`config.mk`:
```
export PLATFORM = sky130hd
export DESIGN_NAME = ifu_fetch
export DESIGN_NICKNAME = d
export VERILOG_FILES = /design/src/rtl/ifu_pkg.sv /design/src/rtl/ifu_dff.sv /design/src/rtl/ifu_fetch_buf.sv /design/src/rtl/ifu_fetch.sv
export SDC_FILE = /design/constraint.sdc
export NUM_CORES = 1
export LEC_CHECK = 0
export ABC_AREA = 1
export BUFFER_PORTS_ARGS = -buffer_cell sky130_fd_sc_hd__buf_2
export CAP_MARGIN = 40
export CELL_PAD_IN_SITES_DETAIL_PLACEMENT = 1
export CELL_PAD_IN_SITES_GLOBAL_PLACEMENT = 2
export CORE_AREA = 2 2 231 233
export DETAILED_ROUTE_END_ITERATION = 7
export DIE_AREA = 0 0 233 235
export PLACE_DENSITY = 0.87
export SLEW_MARGIN = 20
export SYNTH_ARGS = -nofsm -noshare
export SYNTH_HDL_FRONTEND = slang
export SYNTH_SLANG_ARGS = --single-unit
```
`constraint.sdc`:
```
create_clock -name clk -period 5.66 [get_ports clk]
set_clock_uncertainty 0.2 [all_clocks]
set_input_delay 0.849 -clock clk [delete_from_list [all_inputs] [get_ports clk]]
set_output_delay 0.849 -clock clk [all_outputs]
set_load 0.05 [all_outputs]
```
`src/rtl/ifu_pkg.sv`:
```
`default_nettype none
// ============================================================================
//  Module      : ifu_pkg
//  Description : Shared constants and types for the instruction-fetch unit.
//  Revision    : 1.0  initial release
// ============================================================================
package ifu_pkg;

    localparam int          INST_W           = 32;
    localparam int          PC_STEP          = 4;
    localparam logic [63:0] RESET_PC_DEFAULT = 64'h0000_0000_8000_0000;

    typedef struct packed {
        logic [63:0]       pc;
        logic [INST_W-1:0] inst;
    } fetch_entry_t;

endpackage
`default_nettype wire

```
`src/rtl/ifu_dff.sv`:
```
`default_nettype none
// ============================================================================
//  Module      : ifu_dff
//  Description : Enabled D flip-flop bank with synchronous active-high reset.
//  Revision    : 1.0  initial release
// ============================================================================
module ifu_dff #(
    parameter int           W       = 1,
    parameter logic [W-1:0] RST_VAL = '0
) (
    input  logic         clk,
    input  logic         rst,
    input  logic         en,
    input  logic [W-1:0] d,
    output logic [W-1:0] q
);

    always_ff @(posedge clk) begin
        if (rst) begin
            q <= RST_VAL;
        end else if (en) begin
            q <= d;
        end
    end

endmodule
`default_nettype wire

```
`src/rtl/ifu_fetch_buf.sv`:
```
`default_nettype none
// ============================================================================
//  Module      : ifu_fetch_buf
//  Description : DEPTH-entry synchronous FIFO holding fetched {pc, inst}
//                entries; clear wins over push and pop.
//  Revision    : 1.0  initial release
// ============================================================================
module ifu_fetch_buf #(
    parameter int W     = 96,
    parameter int DEPTH = 2
) (
    input  logic                   clk,
    input  logic                   rst,
    input  logic                   push,
    input  logic                   pop,
    input  logic                   clear,
    input  logic [W-1:0]           push_data,
    output logic [W-1:0]           head_data,
    output logic [$clog2(DEPTH):0] count,
    output logic                   empty,
    output logic                   full
);

    localparam int PW = $clog2(DEPTH);

    logic [PW-1:0] wr_ptr_q, wr_ptr_d;
    logic [PW-1:0] rd_ptr_q, rd_ptr_d;
    logic [PW:0]   count_q, count_d;
    logic [W-1:0]  mem_q [DEPTH];
    logic          do_push;

    always_comb begin
        do_push  = push && !clear;
        wr_ptr_d = wr_ptr_q;
        rd_ptr_d = rd_ptr_q;
        count_d  = count_q;
        if (clear) begin
            wr_ptr_d = '0;
            rd_ptr_d = '0;
            count_d  = '0;
        end else begin
            if (push) wr_ptr_d = wr_ptr_q + PW'(1);
            if (pop)  rd_ptr_d = rd_ptr_q + PW'(1);
            case ({push, pop})
                2'b10:   count_d = count_q + (PW+1)'(1);
                2'b01:   count_d = count_q - (PW+1)'(1);
                default: count_d = count_q;
            endcase
        end
    end

    ifu_dff #(.W(PW))   u_wr_ptr (.clk(clk), .rst(rst), .en(1'b1), .d(wr_ptr_d), .q(wr_ptr_q));
    ifu_dff #(.W(PW))   u_rd_ptr (.clk(clk), .rst(rst), .en(1'b1), .d(rd_ptr_d), .q(rd_ptr_q));
    ifu_dff #(.W(PW+1)) u_count  (.clk(clk), .rst(rst), .en(1'b1), .d(count_d),  .q(count_q));

    for (genvar i = 0; i < DEPTH; i++) begin : g_entry
        ifu_dff #(.W(W)) u_entry (
            .clk (clk),
            .rst (rst),
            .en  (do_push && (wr_ptr_q == PW'(i))),
            .d   (push_data),
            .q   (mem_q[i])
        );
    end

    assign head_data = mem_q[rd_ptr_q];
    assign count     = count_q;
    assign empty     = (count_q == '0);
    assign full      = (count_q == (PW+1)'(DEPTH));

endmodule
`default_nettype wire

```
`src/rtl/ifu_fetch.sv`:
```
`default_nettype none
// ============================================================================
//  Module      : ifu_fetch
//  Description : Instruction-fetch front end: sequential PC generation,
//                credit-limited in-order fetch, redirect with flush.
//  Revision    : 1.0  initial release
// ============================================================================
module ifu_fetch
    import ifu_pkg::*;
#(
    parameter int            AW       = 64,
    parameter logic [AW-1:0] RESET_PC = AW'(RESET_PC_DEFAULT),
    parameter int            DEPTH    = 2
) (
    input  logic              clk,
    input  logic              rst,
    output logic              imem_req_valid,
    input  logic              imem_req_ready,
    output logic [AW-1:0]     imem_req_addr,
    input  logic              imem_rsp_valid,
    input  logic [INST_W-1:0] imem_rsp_data,
    input  logic              redirect_valid,
    input  logic [AW-1:0]     redirect_pc,
    output logic              out_valid,
    input  logic              out_ready,
    output logic [AW-1:0]     out_pc,
    output logic [INST_W-1:0] out_inst
);

    localparam int            CW      = $clog2(DEPTH) + 1;
    localparam int            EW      = AW + INST_W;
    localparam logic [CW:0]   DEPTH_C = (CW+1)'(DEPTH);
    localparam logic [AW-1:0] STEP    = AW'(PC_STEP);

    logic [AW-1:0] pc_q, pc_d;
    logic [AW-1:0] rsp_pc_q, rsp_pc_d;
    logic [CW-1:0] outstanding_q, outstanding_d;
    logic [CW-1:0] discard_q, discard_d;
    logic [CW-1:0] count;
    logic [AW-1:0] redirect_tgt;
    logic [EW-1:0] head_entry;
    logic          empty, full;
    logic          accept, push, pop, drop;

    always_comb begin
        redirect_tgt   = {redirect_pc[AW-1:2], 2'b00};
        imem_req_valid = !rst && !redirect_valid &&
                         (({1'b0, outstanding_q} + {1'b0, count}) < DEPTH_C);
        accept         = imem_req_valid && imem_req_ready;
        drop           = (discard_q != '0);
        push           = imem_rsp_valid && !drop && !redirect_valid;
        out_valid      = !rst && !empty && !redirect_valid;
        pop            = out_valid && out_ready;

        pc_d          = pc_q;
        rsp_pc_d      = rsp_pc_q;
        outstanding_d = outstanding_q + CW'(accept) - CW'(imem_rsp_valid);
        discard_d     = discard_q;
        if (redirect_valid) begin
            // Everything still in flight belongs to the abandoned path,
            // including fetches already marked for discard.
            pc_d      = redirect_tgt;
            rsp_pc_d  = redirect_tgt;
            discard_d = outstanding_q - CW'(imem_rsp_valid);
        end else begin
            if (accept)                 pc_d      = pc_q + STEP;
            if (push)                   rsp_pc_d  = rsp_pc_q + STEP;
            if (imem_rsp_valid && drop) discard_d = discard_q - CW'(1);
        end
    end

    always_ff @(posedge clk) begin
        if (rst) begin
            pc_q          <= RESET_PC;
            rsp_pc_q      <= RESET_PC;
            outstanding_q <= '0;
            discard_q     <= '0;
        end else begin
            pc_q          <= pc_d;
            rsp_pc_q      <= rsp_pc_d;
            outstanding_q <= outstanding_d;
            discard_q     <= discard_d;
        end
    end

    ifu_fetch_buf #(
        .W     (EW),
        .DEPTH (DEPTH)
    ) u_buf (
        .clk       (clk),
        .rst       (rst),
        .push      (push),
        .pop       (pop),
        .clear     (redirect_valid),
        .push_data ({rsp_pc_q, imem_rsp_data}),
        .head_data (head_entry),
        .count     (count),
        .empty     (empty),
        .full      (full)
    );

    assign imem_req_addr = pc_q;
    assign out_pc        = head_entry[EW-1:INST_W];
    assign out_inst      = head_entry[INST_W-1:0];

    a_credit:  assert property (@(posedge clk) disable iff (rst)
                   ({1'b0, outstanding_q} + {1'b0, count}) <= DEPTH_C);
    a_discard: assert property (@(posedge clk) disable iff (rst) discard_q <= outstanding_q);
    a_push:    assert property (@(posedge clk) disable iff (rst) push |-> !full);
    a_pop:     assert property (@(posedge clk) disable iff (rst) pop |-> !empty);

endmodule
`default_nettype wire

```
==> impl_metrics.csv <==
group,metric,value,unit
hold_path,min-delay-path-class,"register to register",
finish,areaGrowthSynthToFinish,18.7,%
finish,highest_count_cells_in_the_layout_ignoring_fill_and_taps,"578 x sky130_fd_sc_hd__nand2_1, 380 x sky130_fd_sc_hd__o21ai_0, 340 x sky130_fd_sc_hd__nor2_1, 320 x sky130_fd_sc_hd__dfxtp_1, 262 x sky130_fd_sc_hd__inv_1",
detailed_routing,initialDrtViolationCount,977,
global_route,globalRouteOverflowTotal,0,
status,outcome,"completed",
pwr,internal-power,0.00424,W
pwr,power.share.switching,32.2,%
finish,final-seq-area,6410,sq um
pwr,power.combinational.fraction,16.8,%
detailed_routing,via_count,18500,
sta,finalSetupViolations,0,
job,drv.max_cap_violation_count,0,
worst_setup_path,setup.worst_path.end_class,"output port",
worst_setup_path,critical_path_required,4610,ps
clock_tree,clock_tree.htree_level_count,2,
finish,final_core_util,39.0,%
sta,grt_setup_unrepaired,"false",
clock_tree,clk_transition_reported_paths,60,ps
clock_tree,cts_hold_repair.buffers,0,
sta,hold_viol_final,0,
pwr,ir_drop,0.187,mV
detailed_routing,wl_per_cell,20.0,um
detailed_routing,vias_per_cell,5.19,
place,gp_congestion,0.909,
finish,post_route_cells_drive_above_1_share,15.0,%
global_route,grt_util_all_layers,25.4,%
clock_tree,ctsRootBufferMaster,"sky130_fd_sc_hd__clkbuf_16",
finish,layout.cells.most_common,"sky130_fd_sc_hd__nand2_1",
finish,fillers,6764,
floorplanning,boundaryPins,264,
clock_tree,clk-insertion-delay-late,580,ps
detailed_routing,drt_pass1_iterations,6,
sta,slew_headroom,45.1,%
floorplanning,die-area,54800,sq um
sta,period_share,63.3,%
synthesis,synthCells,2645,
synthesis,yosys_warnings,0,
pwr,power.density_cell_area,307,nW/um^2
floorplanning,placeableCoreArea,52200,sq um
pwr,clockPowerShare,42.8,%
pwr,switching_power,0.00201,W
detailed_routing,detail_route.drc_violations,0,
synthesis,syn-mean-instance-area,6.48,sq um
synthesis,post-synth-top-area-cell,"sky130_fd_sc_hd__dfxtp_1",
synthesis,synth_top_cell_area_share,37.4,%
pwr,share_seq_of_total_power,40.4,%
sta,timing_worst_slew_pin_value,823,ps
place,portBuffers,257,
place,placed_cell_area,18900,sq um
floorplanning,initial_util,32.8,%
clock_tree,cts-buffers-inserted,39,
finish,post-route-cell-area,20400,sq um
sta,fmax,279,MHz
worst_setup_path,timing.reg2reg.setup_slack,2850,ps
place,detailed_placer_s_ending_hpwl,53000,um
floorplanning,num_rows,84,
synthesis,synth_edf_count,0,
finish,multiInputGateArea,9090,sq um
detailed_routing,detail-route-antenna-nets,0,
worst_setup_path,critical_path_peak_fanout,75,
worst_setup_path,worst-endpoint-arrival,2540,ps
sta,layout_min_cycle_time,3590,ps
worst_setup_path,crit_path_start_kind,"register",
clock_tree,tritoncts_clock_tree,"built",
floorplanning,die_h,235,um
clock_tree,post_cts.resized_instances,0,
synthesis,yosysUniqueCellTypes,55,
clock_tree,clk_path_buf_depth,3,
synthesis,synth-async-reset-ratio,0,%
clock_tree,cts.sink_count,320,
worst_setup_path,crit_type,"register to output port",
global_route,pin_count_of_the_biggest_net_entering_global_routing,139,
floorplanning,die_x,233,um
synthesis,area_of_the_mapped_netlist,17100,sq um
synthesis,postSynth.topFlopCell,"sky130_fd_sc_hd__dfxtp_1",
finish,final_net_count,2942,
sta,fin_hold_ws,247,ps
global_route,number_of_global_route_vias_before_repair,18600,
synthesis,yosysSeqAreaShare,37.4,%
pwr,leakage_component_of_the_power,8.01,nW
synthesis,netlist_top_cells_area,"sky130_fd_sc_hd__dfxtp_1 37%, sky130_fd_sc_hd__nand2_1 13%, sky130_fd_sc_hd__o21ai_0 11%",
synthesis,synth.ff_latch_count,320,
detailed_routing,detail_route.wirelength,71000,um
global_route,number_of_antenna_violations_at_the_first_check_in_global_routing,1,
clock_tree,postCtsSetupBuffers,0,
global_route,grt_first_pass_wirelength,108000,um
sta,maxSlewViolCount,0,
sta,totalNegativeSetupSlack,0,ps
## stage by stage
step | setup slack [ps] | instances | power, W
finish | 2070 | 3554 | 0.00625
global route | 1900 | 3551 | 0.00651
CTS | 2050 | 3546 | 0.00631
detailed placement | 2270 | 3474 | 0.00361
global placement | 2310 | 3472 | 0.00358
floorplan | 2290 | 2648 | 0.00326
## state kept, by name, indices dropped and copies added (netlist names)
signal,cells
u_buf.g_entry.u_entry.q,188
imem_req_addr,62
rsp_pc_q,62
discard_q,2
outstanding_q,2
u_buf.u_count.q,2
u_buf.u_rd_ptr.q,1
u_buf.u_wr_ptr.q,1
## power groups by stage
stage	clock network (W)	logic [W]	registers [W]
5_1_grt	0.00283	0.00114	0.00254
3_5_place_dp	0	0.00104	0.00257
4_1_cts	0.00274	0.00105	0.00252
3_3_place_gp	0	0.00101	0.00256
2_1_floorplan	0	0.000633	0.00262
6_report	0.00267	0.00105	0.00252
## logic make-up after synthesis
group / after synthesis / share of synthesized area, %
compound gates: 710 / 21.5
other cells: 1 / 0.0219
fa+ha+maj: 8 / 0.627
simple gates: 1155 / 28.8
buf+inv: 412 / 9.68
xor+xnor: 39 / 1.99
flops: 320 / 37.4
## worst max-delay path: stages, from the launching register on
cell	delay [ps]
sky130_fd_sc_hd__dfxtp_1	320
sky130_fd_sc_hd__inv_4	370
sky130_fd_sc_hd__buf_12	300
sky130_fd_sc_hd__buf_12	300
sky130_fd_sc_hd__nand2_1	80
sky130_fd_sc_hd__o21ai_0	140
sky130_fd_sc_hd__buf_2	330
## layer usage
layer / part of all wire [%] / vias to the layer above / track usage, % / wire, um
li1: - / 8959 / - / -
met1: 44 / 8952 / 33.1 / 31500
met2: 47 / 431 / 42.5 / 33600
met3: 4.3 / 113 / 3.13 / 3030
met4: 3.9 / 0 / 9.81 / 2790
met5: 0 / - / 0 / 0
## cells in the mapped netlist, types with 2 or more instances
master	instances
sky130_fd_sc_hd__nand2_1	578
sky130_fd_sc_hd__o21ai_0	380
sky130_fd_sc_hd__nor2_1	340
sky130_fd_sc_hd__dfxtp_1	320
sky130_fd_sc_hd__inv_1	262
sky130_fd_sc_hd__a21oi_1	253
sky130_fd_sc_hd__nand3_1	118
sky130_fd_sc_hd__clkbuf_1	76
sky130_fd_sc_hd__buf_2	44
sky130_fd_sc_hd__xor2_1	26
sky130_fd_sc_hd__a31oi_1	25
sky130_fd_sc_hd__nor2_2	25
sky130_fd_sc_hd__nand4_1	23
sky130_fd_sc_hd__nor3_1	15
sky130_fd_sc_hd__o21ai_1	14
sky130_fd_sc_hd__nand2_2	13
sky130_fd_sc_hd__nor2_4	13
sky130_fd_sc_hd__o21bai_1	13
sky130_fd_sc_hd__xnor2_1	13
sky130_fd_sc_hd__o211ai_1	12
sky130_fd_sc_hd__inv_2	11
sky130_fd_sc_hd__ha_1	7
sky130_fd_sc_hd__buf_4	6
sky130_fd_sc_hd__or2_2	5
sky130_fd_sc_hd__and2_1	4
sky130_fd_sc_hd__buf_1	4
sky130_fd_sc_hd__buf_6	4
sky130_fd_sc_hd__nor2_8	4
sky130_fd_sc_hd__nand3b_1	3
sky130_fd_sc_hd__nor3_2	3
sky130_fd_sc_hd__a21boi_0	2
sky130_fd_sc_hd__clkinv_1	2
sky130_fd_sc_hd__nand2_4	2
sky130_fd_sc_hd__nand3_2	2
sky130_fd_sc_hd__nor3b_1	2
sky130_fd_sc_hd__o22ai_1	2
## path summary, 6_finish.rpt
| path | endpoint | start | depth (start not counted) |
|---|---|---|---|
| hold reg to reg | u_buf.g_entry[1].u_entry.q[35] | u_buf.g_entry[1].u_entry.q[35] | 2 |
| setup / recovery | out_pc[35] | u_buf.u_rd_ptr.q | 6 |
| hold / removal | u_buf.g_entry[1].u_entry.q[35] | u_buf.g_entry[1].u_entry.q[35] | 2 |
| setup reg to reg | outstanding_q[1] | u_buf.u_count.q[0] | 11 |
## area by class of cell
type	instances	area share (%)
Antenna cell	3	0.0369
Clock buffer	52	5.33
Clock inverter	20	1.33
Inverter	277	5.15
Multi-Input combinational cell	1916	44.7
Sequential cell	320	31.5
Tap cell	688	4.23
Timing Repair Buffer	278	7.78
Note: power is estimated with default switching activity, not from simulation.
